### config.mk
export PLATFORM = sky130hd
export DESIGN_NAME = core_sequencer_flat
export DESIGN_NICKNAME = d
export VERILOG_FILES = /design/src/rtl/core_sequencer_if.sv /design/src/rtl/core_sequencer.sv /design/src/flat_wrapper.sv
export SDC_FILE = /design/constraint.sdc
export NUM_CORES = 1
export LEC_CHECK = 0
export ABC_AREA = 1
export CAP_MARGIN = 20
export CORE_ASPECT_RATIO = 1.5
export CORE_MARGIN = 4
export CORE_UTILIZATION = 47
export DETAILED_ROUTE_END_ITERATION = 7
export GPL_TIMING_DRIVEN = 0
export MAX_ROUTING_LAYER = met4
export PLACE_DENSITY = 0.77
export SKIP_CTS_REPAIR_TIMING = 1
export SKIP_LAST_GASP = 1
export SLEW_MARGIN = 30
export SYNTH_ARGS = -nofsm -noshare
export SYNTH_HDL_FRONTEND = slang
export SYNTH_SLANG_ARGS = --single-unit
export TNS_END_PERCENT = 1
### constraint.sdc
create_clock -name clk -period 1.75 [get_ports clk]
set_input_delay 0.35 -clock clk [delete_from_list [all_inputs] [get_ports clk]]
set_output_delay 0.35 -clock clk [all_outputs]
set_load 0.05 [all_outputs]
### src/rtl/core_sequencer_if.sv
// Control bundle between core_sequencer and its decoder/datapath/data-memory neighbours.
// master = sequencer side (drives strobes); slave = environment side (drives start, op, decoder lines, ack).
interface core_sequencer_if #(
  parameter int CNT_W = 16
);
  logic             start;
  logic [5:0]       op;
  logic             reg_write_dec;
  logic             mem_write_dec;
  logic             mem_to_reg_dec;
  logic             dmem_ack;
  logic             pc_clear;
  logic             ir_load;
  logic             pc_load;
  logic             reg_we;
  logic             dmem_req;
  logic             dmem_we;
  logic             busy;
  logic             done;
  logic [CNT_W-1:0] instr_count;
  logic             timeout_err;

  modport master (
    input  start, op, reg_write_dec, mem_write_dec, mem_to_reg_dec, dmem_ack,
    output pc_clear, ir_load, pc_load, reg_we, dmem_req, dmem_we, busy, done,
           instr_count, timeout_err
  );

  modport slave (
    output start, op, reg_write_dec, mem_write_dec, mem_to_reg_dec, dmem_ack,
    input  pc_clear, ir_load, pc_load, reg_we, dmem_req, dmem_we, busy, done,
           instr_count, timeout_err
  );
endinterface

### src/rtl/core_sequencer.sv
// Instruction-stepping FSM: 3 cycles per ALU op, 4+W per memory op (W = ack wait); start ignored while busy.
// dmem_req holds until dmem_ack; with SEQ_TIMEOUT_EN defined a stalled access aborts to HALT with timeout_err.
module core_sequencer #(
  parameter logic [5:0] HALT_OP     = 6'b111111,
  parameter int         CNT_W       = 16,
  parameter int         MEM_TIMEOUT = 15
) (
  input  logic            clk,
  input  logic            reset,
  core_sequencer_if.master bus
);

  typedef enum logic [2:0] {
    S_IDLE   = 3'd0,
    S_FETCH  = 3'd1,
    S_DECODE = 3'd2,
    S_MEM    = 3'd3,
    S_WB     = 3'd4,
    S_HALT   = 3'd5
  } state_t;

  state_t           state;
  state_t           state_nx;
  logic             start_ok;
  logic             mem_tmo;
  logic             pc_clear_q;
  logic [CNT_W-1:0] cnt_q;
  logic             tmo_err;

  logic             ir_load;
  logic             pc_load;
  logic             reg_we;
  logic             dmem_req;
  logic             dmem_we;
  logic             busy;
  logic             done;

  assign start_ok = bus.start & ((state == S_IDLE) | (state == S_HALT));

`ifdef SEQ_TIMEOUT_EN
  localparam int TW = $clog2(MEM_TIMEOUT + 1);

  logic [TW-1:0] tmo_cnt;
  logic          tmo_err_q;

  // Held at zero outside MEM, so every MEM entry starts a fresh count.
  always_ff @(posedge clk or posedge reset) begin
    if (reset) begin
      tmo_cnt <= '0;
    end else if (state != S_MEM) begin
      tmo_cnt <= '0;
    end else begin
      tmo_cnt <= tmo_cnt + TW'(1);
    end
  end

  assign mem_tmo = (state == S_MEM) & ~bus.dmem_ack & (tmo_cnt == TW'(MEM_TIMEOUT - 1));

  always_ff @(posedge clk or posedge reset) begin
    if (reset) begin
      tmo_err_q <= 1'b0;
    end else if (start_ok) begin
      tmo_err_q <= 1'b0;
    end else if (mem_tmo) begin
      tmo_err_q <= 1'b1;
    end
  end

  assign tmo_err = tmo_err_q;
`else
  logic unused_tmo_cfg;

  assign unused_tmo_cfg = ^MEM_TIMEOUT;
  assign mem_tmo        = 1'b0;
  assign tmo_err        = 1'b0;
`endif

  // State register
  always_ff @(posedge clk or posedge reset) begin
    if (reset) begin
      state <= S_IDLE;
    end else begin
      state <= state_nx;
    end
  end

  // Next-state logic; halt opcode wins over the decoder's memory controls.
  always_comb begin
    state_nx = state;
    case (state)
      S_IDLE:   if (start_ok) state_nx = S_FETCH;
      S_FETCH:  state_nx = S_DECODE;
      S_DECODE: begin
        if (bus.op == HALT_OP) begin
          state_nx = S_HALT;
        end else if (bus.mem_to_reg_dec | bus.mem_write_dec) begin
          state_nx = S_MEM;
        end else begin
          state_nx = S_WB;
        end
      end
      S_MEM: begin
        if (bus.dmem_ack) begin
          state_nx = S_WB;
        end else if (mem_tmo) begin
          state_nx = S_HALT;
        end
      end
      S_WB:     state_nx = S_FETCH;
      S_HALT:   if (start_ok) state_nx = S_FETCH;
      default:  state_nx = S_IDLE;
    endcase
  end

  // Output decode: Moore strobes, dmem_we additionally qualified by the store control.
  always_comb begin
    ir_load  = 1'b0;
    pc_load  = 1'b0;
    reg_we   = 1'b0;
    dmem_req = 1'b0;
    dmem_we  = 1'b0;
    busy     = 1'b0;
    done     = 1'b0;
    case (state)
      S_FETCH: begin
        ir_load = 1'b1;
        busy    = 1'b1;
      end
      S_DECODE: begin
        busy = 1'b1;
      end
      S_MEM: begin
        dmem_req = 1'b1;
        dmem_we  = bus.mem_write_dec;
        busy     = 1'b1;
      end
      S_WB: begin
        pc_load = 1'b1;
        reg_we  = bus.reg_write_dec;
        busy    = 1'b1;
      end
      S_HALT: begin
        done = 1'b1;
      end
      default: begin
        busy = 1'b0;
      end
    endcase
  end

  // pc_clear lines up with the first FETCH after an accepted start.
  always_ff @(posedge clk or posedge reset) begin
    if (reset) begin
      pc_clear_q <= 1'b0;
    end else begin
      pc_clear_q <= start_ok;
    end
  end

  always_ff @(posedge clk or posedge reset) begin
    if (reset) begin
      cnt_q <= '0;
    end else if (start_ok) begin
      cnt_q <= '0;
    end else if ((state == S_WB) && (cnt_q != {CNT_W{1'b1}})) begin
      cnt_q <= cnt_q + CNT_W'(1);
    end
  end

  assign bus.pc_clear    = pc_clear_q;
  assign bus.ir_load     = ir_load;
  assign bus.pc_load     = pc_load;
  assign bus.reg_we      = reg_we;
  assign bus.dmem_req    = dmem_req;
  assign bus.dmem_we     = dmem_we;
  assign bus.busy        = busy;
  assign bus.done        = done;
  assign bus.instr_count = cnt_q;
  assign bus.timeout_err = tmo_err;

endmodule

### src/flat_wrapper.sv
// flat-port wrapper written by rule: the top's interface ports become plain ports
module core_sequencer_flat 
#(
  parameter logic [5:0] HALT_OP     = 6'b111111,
  parameter int         CNT_W       = 16,
  parameter int         MEM_TIMEOUT = 15
)
  (clk, reset, bus_start, bus_op, bus_reg_write_dec, bus_mem_write_dec, bus_mem_to_reg_dec, bus_dmem_ack, bus_pc_clear, bus_ir_load, bus_pc_load, bus_reg_we, bus_dmem_req, bus_dmem_we, bus_busy, bus_done, bus_instr_count, bus_timeout_err);
  core_sequencer_if #(.CNT_W(CNT_W)) bus_i ();
  input  logic clk;
  input  logic reset;
  input wire logic [$bits(bus_i.start)-1:0] bus_start;
  input wire logic [$bits(bus_i.op)-1:0] bus_op;
  input wire logic [$bits(bus_i.reg_write_dec)-1:0] bus_reg_write_dec;
  input wire logic [$bits(bus_i.mem_write_dec)-1:0] bus_mem_write_dec;
  input wire logic [$bits(bus_i.mem_to_reg_dec)-1:0] bus_mem_to_reg_dec;
  input wire logic [$bits(bus_i.dmem_ack)-1:0] bus_dmem_ack;
  output wire logic [$bits(bus_i.pc_clear)-1:0] bus_pc_clear;
  output wire logic [$bits(bus_i.ir_load)-1:0] bus_ir_load;
  output wire logic [$bits(bus_i.pc_load)-1:0] bus_pc_load;
  output wire logic [$bits(bus_i.reg_we)-1:0] bus_reg_we;
  output wire logic [$bits(bus_i.dmem_req)-1:0] bus_dmem_req;
  output wire logic [$bits(bus_i.dmem_we)-1:0] bus_dmem_we;
  output wire logic [$bits(bus_i.busy)-1:0] bus_busy;
  output wire logic [$bits(bus_i.done)-1:0] bus_done;
  output wire logic [$bits(bus_i.instr_count)-1:0] bus_instr_count;
  output wire logic [$bits(bus_i.timeout_err)-1:0] bus_timeout_err;
  assign bus_i.start = bus_start;
  assign bus_i.op = bus_op;
  assign bus_i.reg_write_dec = bus_reg_write_dec;
  assign bus_i.mem_write_dec = bus_mem_write_dec;
  assign bus_i.mem_to_reg_dec = bus_mem_to_reg_dec;
  assign bus_i.dmem_ack = bus_dmem_ack;
  assign bus_pc_clear = bus_i.pc_clear;
  assign bus_ir_load = bus_i.ir_load;
  assign bus_pc_load = bus_i.pc_load;
  assign bus_reg_we = bus_i.reg_we;
  assign bus_dmem_req = bus_i.dmem_req;
  assign bus_dmem_we = bus_i.dmem_we;
  assign bus_busy = bus_i.busy;
  assign bus_done = bus_i.done;
  assign bus_instr_count = bus_i.instr_count;
  assign bus_timeout_err = bus_i.timeout_err;
  core_sequencer #(.HALT_OP(HALT_OP), .CNT_W(CNT_W), .MEM_TIMEOUT(MEM_TIMEOUT)) u_core (.clk(clk), .reset(reset), .bus(bus_i));
endmodule
-- Word-level counts from Yosys, hierarchy flattened
Cells that the tools add are included.
- word-level logic and storage cells: 36
- flip-flop bits (word level): 20
- bits of input ports: 13
- output and inout port bits: 25
- $add $sub $neg: 1
- muxes and demuxes: 14
- equality and inequality tests: 9
- bitwise logic cells: 3
- reductions and logical operators: 6
- operators by type and width (cell ; number):
    16-bit two-way mux ; 2
    16-bit by 1-bit adder with 16-bit output, second input constant ; 1
    16-bit != test, second input constant ; 1
    3-bit case mux with 5 select lines ; 1
    3-bit two-way mux ; 4
    1-bit two-way mux ; 7
    3-bit by 2-bit equality test with 1-bit output, second input constant ; 2
    3-bit equality test, second input constant ; 2
    6-bit equality test, second input constant ; 1
    4-bit OR reduction ; 1
    3-bit by 1-bit equality test with 1-bit output, second input constant ; 1
    3-bit zero test ; 1
    2-bit by 1-bit != test with 1-bit output, second input constant ; 1
    2-bit != test, second input constant ; 1
    1-bit bitwise OR ; 2
    2-bit AND reduction ; 1
    2-bit nonzero test ; 1
    2-bit OR reduction ; 1
    1-bit bitwise AND ; 1
    1-bit logical AND ; 1

-- Depth between registers and ports, before layout
- depth in word-level cells: 5
- depth in mapped cells: 10
- depth with buffers taken out: 9

-- Worst setup path before layout
No wires, ideal clock.
- path type: register to output
- start: register u_core.state[1]
- end: output bus_busy
- data required time: 1.400 ns
- buffers on the path: 0
- stages on the path, launching flop included: 6
- setup slack: -0.305 ns
- arrival: 1.705 ns
- path through: dfrtp_1 inv_1 nand2_1 nor2_1 inv_1 nand4_1
- cells in the longest elaborated chain, start to end: 3
- elaborated cells between the ends (all ways): 6
- classes of those cells: 4 x eq/ne; 1 x mux; 1 x reduce/logical
- ends and longest elaborated chain (item ; RTL line ; source):
    start: declaration ; core_sequencer.sv:22 ; state_t state;
    start signal: assignment ; core_sequencer.sv:83 ; state <= state_nx;
    3-bit by 1-bit equality test with 1-bit output (tied with other cells) ; core_sequencer.sv:124 ; case (state)
    4-bit OR reduction (no line) (*) ; -- ;
    1-bit two-way mux (*) ; core_sequencer.sv:124 ;
    end: declaration ; flat_wrapper.sv:24 ; output wire logic [$bits(bus_i.busy)-1:0] bus_busy;
Every way passes the cells marked *; elsewhere a longest branch is shown, timed or not.

-- Worst setup path in the final report
- start: register u_core.cnt_q[6] (netlist: u_core.bus.instr_count[6])
- end: output bus_instr_count[6]
- RTL lines (item ; RTL line ; source):
    start: declaration ; core_sequencer.sv:27 ; logic [CNT_W-1:0] cnt_q;
    start signal: assignment ; core_sequencer.sv:166 ; cnt_q <= cnt_q + CNT_W'(1);
    end: declaration ; flat_wrapper.sv:26 ; output wire logic [$bits(bus_i.instr_count)-1:0] bus_instr_count;
No word-level cell between the ends.

==> results.toml <==
[timing]
period_share_pct = 110
maxSlewHeadroom_pct = 48.6
hold_viol = 0
tightest_slew_ps = 770
slew_violations = 0
fin_skew_ps = 1.71
finalSetupViolations = 20
clock.fmax_mhz = 518
rsz0062_at_grt = "yes"
fin_ws_ps = -180
period_needed_ps = 1930

[finish]
nNetsFinal = 256
drive_above_1_share_pct = 9.96
fin_area_um2 = 1790
instances_no_fill = 278
antenna_cells = 0
area_growth_pct = 33.5

[worst_setup_path]
r2r-start = "u_core.bus.instr_count[0]$_DFFE_PP0P_"
reg2reg_depth = 9
crit_buf_inv = 1
crit_required_ps = 1400
cp-endpoint = "bus_instr_count[6]"
cp-end-kind = "output pin"
cp_slowest_stage_delay_ps = 840
cp_slowest_cell = "clkdlybuf4s50_1"
ff2ff_setup_slack_ps = 90
start_kind = "flip-flop"
cp.arrival_ps = 1580
cp_cell_sequence = "clkdlybuf4s50_1"
critPathLaunch = "u_core.bus.instr_count[6]$_DFFE_PP0P_"
cp_max_fo = 6
timing.rr.end = "u_core.bus.instr_count[9]$_DFFE_PP0P_"
critical-path-top-delay-family = "buffers and inverters"
critPathKind = "flip-flop to output pin"
path_depth = 1

[logic_synthesis]
synth_edf_count = 0
syn-cell-area_um2 = 1340
ys.flop_type = "dfrtp_1"
synth.largest_area_cell = "dfrtp_1"
synth.net_count = 215
async_flop_share_pct = 100
ys_warn_count = 0
ys_ff_latch = 20
synth_top_area_share_pct = 37.3
synth_area_leaders = "dfrtp_1 37%, nand2_1 22%, nand3_1 6.7%"
synth_cells = 201
yosysSeqAreaShare_pct = 37.3
synth_cell_types = 26
avgSynthCellArea_um2 = 6.68

[place]
post_dp_cell_area_um2 = 1750
routabilityCongestion = 0.866
hpwlAfterDp_um = 2490
port_buffers = 36
place_inst = 274

[detailed_routing]
drc = 0
via_count = 1364
vias_per_cell = 4.91
drt_iter0_markers = 25
drt-total-wl_um = 3270
drt_first_pass_iters = 4
wire_per_inst_um = 11.7
postRouteAntennaNets = 0

[global_route]
antenna_found_initial = 0
grt_max_degree = 21
gr-total-overflow = 0
grt_use_total_pct = 20.5
grt_pass1_wl_um = 5760
grt_pass1_vias = 1401

[floorplanning]
io_pins = 38
fp-row-count = 23
die_x_um = 51.6
die_y_um = 73.5
die_area_um2 = 3790
initial_core_util_pct = 49.6
core_area_um2 = 2710

[power]
power_frac_comb_pct = 52.9
p_int_mw = 1.07
power_frac_clock_pct = 17.4
switchingPower_mw = 1.05
ir_drop_uv = 982
p_per_area_nw_per_um2 = 1190
sw_frac_of_total_pct = 49.6
seq_power_share_pct = 29.7
power_leakage_nw = 0.929

[status]
violations = "negative setup slack"
run_status = "finished, violations left"

[clock_network]
cts.sinks = 20
cts.reportedPaths.clkPinSlew_ps = 80
root_buffer = "clkbuf_8"
cts_tree = "yes"
numCtsBuffers = 3
htree_levels = 1
clk_latency_ps = 270
clk_path_buf_depth = 2

[run]
maxCapViolations = 0

[worst_hold_path]
hold_class = "primary input to asynchronous set/reset pin"
layout by cell type (no fill, tap or decap), types with 2 or more instances in the layout:
master / instances
xor2_1: 3
o21ai_1: 5
dfrtp_2: 2
dlymetal6s2s_1: 3
clkdlybuf4s50_1: 28
clkbuf_8: 4
nand4_1: 9
nand2_1: 78
nor2_1: 20
nor2_4: 5
inv_1: 23
o21ai_0: 2
dfrtp_1: 18
clkbuf_2: 4
o21bai_1: 2
nand3_1: 18
buf_2: 2
nor2_2: 2
cell usage after synthesis, types with 2 or more instances:
library cell	count
o21ai_1	5
nand4_1	9
nor2_1	21
xor2_1	3
nand2_1	78
o21ai_0	2
nor2_4	5
inv_1	23
o21bai_1	2
nand3_1	18
dfrtp_1	20
flip-flops by register name (all words and copies together) (netlist names):
| signal | flops |
|---|---|
| u_core.bus.pc_clear | 1 |
| u_core.state | 3 |
| u_core.bus.instr_count | 16 |
per-layer routing:
metal | track usage (%) | up-vias | routed length (um)
li1 | - | 710 | -
met1 | 19.7 | 602 | 1300
met2 | 37.4 | 41 | 1700
met3 | 2.84 | 11 | 133
met4 | 12.8 | 0 | 123
met5 | - | - | 0
through the flow:
| step | TNS (ps) | hold slack [ps] | power (mW) | worst slack [ps] | utilization (%) |
|---|---|---|---|---|---|
| finish | -2220 | 524 | 2.13 | -180 | 66.2 |
| global route | -3590 | 570 | 2.26 | -228 | 66.2 |
| CTS | -5840 | 533 | 2.18 | -646 | 66.9 |
| detailed placement | -1760 | 516 | 1.81 | -390 | 64.8 |
| global placement | -1710 | 514 | 1.81 | -379 | 64.8 |
| floorplan | -48.5 | 314 | 1.45 | -44.4 | - |
final cells by class:
class,count,area (um2)
multi-input combinational,152,723
tap,37,46.3
timing repair buffer,36,343
sequential,20,503
clock buffer,4,55.1
buffer,4,27.5
inverter,25,93.8
fill,268,913
kinds of logic after synthesis:
| family | after synthesis | share of synthesized area [%] |
|---|---|---|
| AOI/OAI and AO/OA | 10 | 4.29 |
| xor gates and xnor gates | 4 | 2.61 |
| adders and majority gates | 1 | 0.932 |
| buffers and inverters | 29 | 9.04 |
| DFF | 20 | 37.3 |
| other | 1 | 0.279 |
| and+or+nand+nor | 136 | 45.6 |
worst min-delay path by stage:
stage,cells after the start,to,start,slack [ps]
floorplan,1,u_core.bus.instr_count[10]$_DFFE_PP0P_,reset,310
CTS,2,u_core.bus.instr_count[1]$_DFFE_PP0P_,u_core.bus.instr_count[1]$_DFFE_PP0P_,530
global route,2,u_core.bus.instr_count[1]$_DFFE_PP0P_,u_core.bus.instr_count[1]$_DFFE_PP0P_,570
finish,2,u_core.state[0]$_DFFE_PP0P_,reset,520
global placement,2,u_core.bus.instr_count[1]$_DFFE_PP0P_,u_core.bus.instr_count[1]$_DFFE_PP0P_,510
detailed placement,2,u_core.bus.instr_count[1]$_DFFE_PP0P_,u_core.bus.instr_count[1]$_DFFE_PP0P_,520
power groups by stage:
stage | clock network (mW) | registers, mW | logic [mW]
finish | 0.370 | 0.632 | 1.13
global route | 0.387 | 0.648 | 1.22
CTS | 0.370 | 0.632 | 1.18
detailed placement | 0 | 0.641 | 1.17
global placement | 0 | 0.641 | 1.17
floorplan | 0 | 0.788 | 0.665
Power figures use the tool's default switching activity.
